**src/rtl/ccg_bist_harness.sv**
```systemverilog
// rtl/ccg_bist_harness.sv - LFSR stimulus / MISR compaction self-test harness for combinational cores
module ccg_bist_harness #(
    parameter int unsigned N_IN        = 27,
    parameter int unsigned N_OUT       = 27,
    parameter int unsigned LFSR_W      = 32,
    parameter int unsigned MISR_W      = 32,
    parameter logic [31:0] POLY        = 32'h00400007,
    parameter logic [31:0] SEED        = 32'h00000001,
    parameter int unsigned NUM_VECTORS = 1024,
    parameter int unsigned DUT_LAT     = 0,
    parameter int unsigned CNT_W       = 16
) (
    input  logic              clk,
    input  logic              rst,
    input  logic              start,
    input  logic [MISR_W-1:0] golden,
    output logic [N_IN-1:0]   dut_x,
    input  logic [N_OUT-1:0]  dut_f,
    output logic              busy,
    output logic              done,
    output logic [MISR_W-1:0] signature,
    output logic              pass
);

    localparam logic [LFSR_W-1:0] LFSR_POLY = LFSR_W'(POLY);
    localparam logic [MISR_W-1:0] MISR_POLY = MISR_W'(POLY);
    localparam logic [LFSR_W-1:0] SEED_T    = LFSR_W'(SEED);
    // An all-zero LFSR would lock up, so a zero seed is promoted to 1.
    localparam logic [LFSR_W-1:0] SEED_EFF  = (SEED_T == '0) ? LFSR_W'(1) : SEED_T;
    localparam logic [CNT_W-1:0]  LAST_VEC  = CNT_W'(NUM_VECTORS - 1);
    localparam logic [CNT_W-1:0]  LAST_DRN  = CNT_W'((DUT_LAT == 0) ? 0 : DUT_LAT - 1);
    localparam int unsigned       PW        = (DUT_LAT > 0) ? DUT_LAT : 1;

    typedef enum logic [1:0] {
        S_IDLE,
        S_RUN,
        S_DRAIN,
        S_DONE
    } state_t;

    state_t state;
    state_t state_next;

    logic [LFSR_W-1:0] lfsr;
    logic [LFSR_W-1:0] lfsr_adv;
    logic [MISR_W-1:0] misr;
    logic [MISR_W-1:0] misr_next;
    logic [CNT_W-1:0]  cnt;
    logic [PW-1:0]     vpipe;
    logic              load;
    logic              capture;
    logic              enter_done;

    function automatic logic [LFSR_W-1:0] lfsr_shift(input logic [LFSR_W-1:0] s);
        return {s[LFSR_W-2:0], 1'b0} ^ (s[LFSR_W-1] ? LFSR_POLY : '0);
    endfunction

    function automatic logic [MISR_W-1:0] misr_shift(input logic [MISR_W-1:0] s);
        return {s[MISR_W-2:0], 1'b0} ^ (s[MISR_W-1] ? MISR_POLY : '0);
    endfunction

    always_ff @(posedge clk) begin
        if (rst) begin
            state <= S_IDLE;
        end else begin
            state <= state_next;
        end
    end

    always_comb begin
        state_next = state;
        load       = 1'b0;
        case (state)
            S_IDLE, S_DONE: begin
                if (start) begin
                    load       = 1'b1;
                    state_next = S_RUN;
                end
            end
            S_RUN: begin
                if (cnt == LAST_VEC) begin
                    state_next = (DUT_LAT > 0) ? S_DRAIN : S_DONE;
                end
            end
            S_DRAIN: begin
                if (cnt == LAST_DRN) begin
                    state_next = S_DONE;
                end
            end
            default: state_next = S_IDLE;
        endcase
    end

    // With no core latency the response belongs to the vector on dut_x right now;
    // otherwise the delayed valid bit marks which cycles carry a real response.
    always_comb begin
        capture = 1'b0;
        if (DUT_LAT == 0) begin
            capture = (state == S_RUN);
        end else begin
            capture = vpipe[PW-1];
        end
        misr_next  = capture ? (misr_shift(misr) ^ MISR_W'(dut_f)) : misr;
        lfsr_adv   = lfsr_shift(lfsr);
        enter_done = (state_next == S_DONE) && (state != S_DONE);
    end

    always_ff @(posedge clk) begin
        if (rst) begin
            lfsr      <= '0;
            misr      <= '0;
            cnt       <= '0;
            vpipe     <= '0;
            dut_x     <= '0;
            signature <= '0;
            pass      <= 1'b0;
            busy      <= 1'b0;
            done      <= 1'b0;
        end else begin
            vpipe <= (vpipe << 1) | PW'(state == S_RUN);
            if (load) begin
                lfsr  <= SEED_EFF;
                dut_x <= SEED_EFF[N_IN-1:0];
                misr  <= '0;
                cnt   <= '0;
                vpipe <= '0;
                pass  <= 1'b0;
            end else begin
                misr <= misr_next;
                case (state)
                    S_RUN: begin
                        lfsr <= lfsr_adv;
                        if (cnt == LAST_VEC) begin
                            dut_x <= '0;
                            cnt   <= '0;
                        end else begin
                            dut_x <= lfsr_adv[N_IN-1:0];
                            cnt   <= cnt + 1'b1;
                        end
                    end
                    S_DRAIN: cnt <= cnt + 1'b1;
                    default: ;
                endcase
                if (enter_done) begin
                    signature <= misr_next;
                    pass      <= (misr_next == golden);
                end
            end
            busy <= (state_next == S_RUN) || (state_next == S_DRAIN);
            done <= (state_next == S_DONE);
        end
    end

endmodule

```
**config.mk**
```make
export PLATFORM = sky130hd
export DESIGN_NAME = ccg_bist_harness
export DESIGN_NICKNAME = d
export VERILOG_FILES = /design/src/rtl/ccg_bist_harness.sv
export SDC_FILE = /design/constraint.sdc
export NUM_CORES = 1
export LEC_CHECK = 0
export ABC_CLOCK_PERIOD_IN_PS = 5800
export BUFFER_PORTS_ARGS = -buffer_cell sky130_fd_sc_hd__buf_2
export CAP_MARGIN = 5
export CORE_ASPECT_RATIO = 0.9
export CORE_MARGIN = 2
export CORE_UTILIZATION = 45
export CTS_CLUSTER_SIZE = 24
export DETAILED_ROUTE_END_ITERATION = 10
export GPL_TIMING_DRIVEN = 0
export PLACE_DENSITY = 0.67
export SYNTH_ARGS = -nofsm -noshare
export SYNTH_HDL_FRONTEND = slang
export SYNTH_SLANG_ARGS = --single-unit
```
**constraint.sdc**
```tcl
create_clock -name clk -period 5.8 [get_ports clk]
set_input_delay 0.58 -clock clk [delete_from_list [all_inputs] [get_ports clk]]
set_output_delay 0.58 -clock clk [all_outputs]
set_load 0.02 [all_outputs]
```
==> qor.txt <==
Status - finished clean
1st-pass router iterations - 5
Fraction of layout cells with a size suffix above 1 - 19.53%
Fin util - 56.05%
Fillers - 1299
Total number of vias - 5588
Most frequent cells in the layout - 165 x nor2_1, 144 x dfxtp_1, 134 x buf_2, 59 x a21oi_1, 45 x mux2i_1
Dominant synthesized flop cell - dfxtp_1
Post-CTS Setup Bufs - 0
Delay-heaviest family, CP - buffers and inverters
Final wirelength - 16850 um
Pre-CTS setup slack - 2.398 ns
Register area share after synthesis - 45.30%
Most common cell after layout, fill and taps aside - nor2_1
First-pass GRT wire length - 26380 um
Largest net degree at the start of global routing - 17
Startpoint types - flop
Final hold vios - 0
Final slew viol count - 0
Setup TNS - 0 ns
Skew final - 0.01310 ns
CP endpoint kind - flop
Ys async rst share - 0%
Clock transition at path regs - 0.06 ns
Largest cells by area after synthesis - dfxtp_1 45%, nor2_1 9.7%, mux2i_1 7.1%
Crit Path Class - flop to flop
GPL Wtd Cong - 0.9563
Post-synth EDFFs - 0
Layout Nets - 942
Final period utilization - 60.35%
Die area - 15110 um2
MaxCap Viol Count - 0
Num rows - 41
Slowest CP cell - a21oi_1
Vias per cell - 5.179
Maximum vdd drop - 0.2276 mV
Routed len/inst - 15.62 um
Die X - 129.4 um
Core area - 13900 um2
Worst r2r path cells - 15
CTS sink count - 144
Unrepaired setup endpoints after global routing - false
Layout area overhead - 22.45%
Worst stage delay on the critical path - 0.54 ns
Post-layout minimum cycle time - 3.500 ns
DRC - 0
CTS Buf Count - 17
Mapped Nets - 800
Gates resized, CTS repair - 0
P per Cell Area - 309.8 nW/um2
TritonCTS clock tree - done
Hold_buf cts - 0
Max Fclk - 285.7 MHz
CP cell instances - inv_1 -> ha_1 -> buf_6 -> buf_2 -> buf_2 -> nor2_1 -> a21oi_2 -> nor2_1 -> a21oi_1 -> ha_1 -> nand2b_1 -> a21oi_1 -> clkbuf_1 -> nor2_1 -> a211oi_1
Placed Instances - 1048
Critical path peak fanout - 10
Initial core utilization - 45.77%
Initial antenna violation count - 0
Initial drt markers - 425
Hpwl dp - 12360 um
# port buffers - 123
Mapped Avg Cell Area - 8.693 um2
Distinct cells, synth - 48
Number of synthesized register bits - 144
Post-Syn Area - 6364 um2
Total track usage - 22.79%
Ys Warns - 0
Least-Margin Pin Slew - 0.6437 ns
Synth top area share - 45.30%
Io pins - 124
Antenna-violating nets left - 0
Critical Path AT - 3.84 ns
Die height - 116.8 um
Root Driver - clkbuf_16
Final hold slack - 0.4586 ns
Skew-Pair Late Insertion Delay - 0.43 ns
Hold Crit Class - flop to flop
Max Root-Sink Buffers - 2
P_leak - 3.125 nW
Hold Crit Depth - 2
Non-filler cells, final - 1079
# diodes - 0
Number of stages on the worst setup path - 15
Cells after synthesis - 732
Largest area contributor in the synthesized netlist - dfxtp_1
Final setup violation count - 0
GRT Residual Overflow - 0
Vias in the first global route - 5122
Worst Slack Setup Final - 2.300 ns
Most used cell, CP - nor2_1
Slew HR - 57.09%
H-tree depth - 4
CP required - 6.14 ns
CP Buf/Inv Count - 5
==> final timing paths <==
path	start	endpoint	slack, ns
max	state[1]$_SDFF_PP0_	signature[29]$_SDFFE_PP0P_	2.30
min	dut_x[26]$_SDFFE_PP0P_	dut_x[26]$_SDFFE_PP0P_	0.46
max reg2reg	state[1]$_SDFF_PP0_	signature[29]$_SDFFE_PP0P_	2.30
min reg2reg	dut_x[26]$_SDFFE_PP0P_	dut_x[26]$_SDFFE_PP0P_	0.46
==> through the flow <==
stage	power (mW)	cell area (um2)
floorplan	1.258	6364
global placement	1.358	7221
detailed placement	1.357	7221
CTS	2.423	7792
global route	2.502	7792
finish	2.414	7792
==> where the power goes <==
group,switching [mW],internal (mW),total [mW]
Clock,0.422,0.650,1.07
Sequential,0.0187,1.01,1.03
Combinational,0.193,0.121,0.314
Total,0.634,1.78,2.41
==> cell families after synthesis <==
logic type | after synthesis | synth area share, %
adders and majority gates | 6 | 1.180
muxes | 45 | 7.078
buffers and inverters | 63 | 4.286
xor gates and xnor gates | 69 | 9.713
and+or+nand+nor | 274 | 18.78
AOI/OAI and AO/OA | 131 | 13.66
DFF | 144 | 45.30
==> metal layers <==
metal | vias to the layer above | routed length, um | track usage, %
met5 | - | 0 | 0
li1 | 2790 | - | -
met2 | 217 | 7220 | 33.79
met3 | 20 | 1417 | 8.045
met4 | 0 | 195 | 6.812
met1 | 2561 | 8019 | 31.38
==> synth_stat cells, types with 4 or more instances <==
cell	number
nor2_1	165
dfxtp_1	144
a21oi_1	59
mux2i_1	45
xnor2_1	38
nand2_1	34
nand3_1	33
clkbuf_1	30
xor2_1	30
inv_1	16
a211oi_1	13
nand2b_1	13
buf_2	11
a211o_1	10
nand4_1	9
o211ai_1	9
o21a_1	9
o22ai_1	7
ha_1	6
nor4_1	5
a22oi_1	4
nor2b_1	4
==> final cells by class <==
type	instances	area, um2	area share, %
buffer	47	212.7	2.730
clock buffer	21	460.4	5.909
inverter	16	60.06	0.7707
clock inverter	10	111.4	1.429
sequential	144	2883	36.99
timing repair buffer	123	615.6	7.900
multi-input combinational	525	3208	41.17
tap	193	241.5	3.099
==> registers in the layout, summed over array words and instances, names as in the netlist <==
name,count
signature,32
cnt,16
state,2
misr,32
busy,1
lfsr,32
done,1
dut_x,27
pass,1
==> worst reg2reg max path, cell delays in order, from the launching register on <==
cell and delay [ns]:
dfxtp_1 0.34, inv_1 0.10, ha_1 0.17, buf_6 0.16, buf_2 0.25, buf_2 0.34
nor2_1 0.13, a21oi_2 0.13, nor2_1 0.07, a21oi_1 0.15, ha_1 0.20, nand2b_1 0.14
a21oi_1 0.54, clkbuf_1 0.39, nor2_1 0.08, a211oi_1 0.22
No activity file was read; power rests on OpenSTA's default activity.
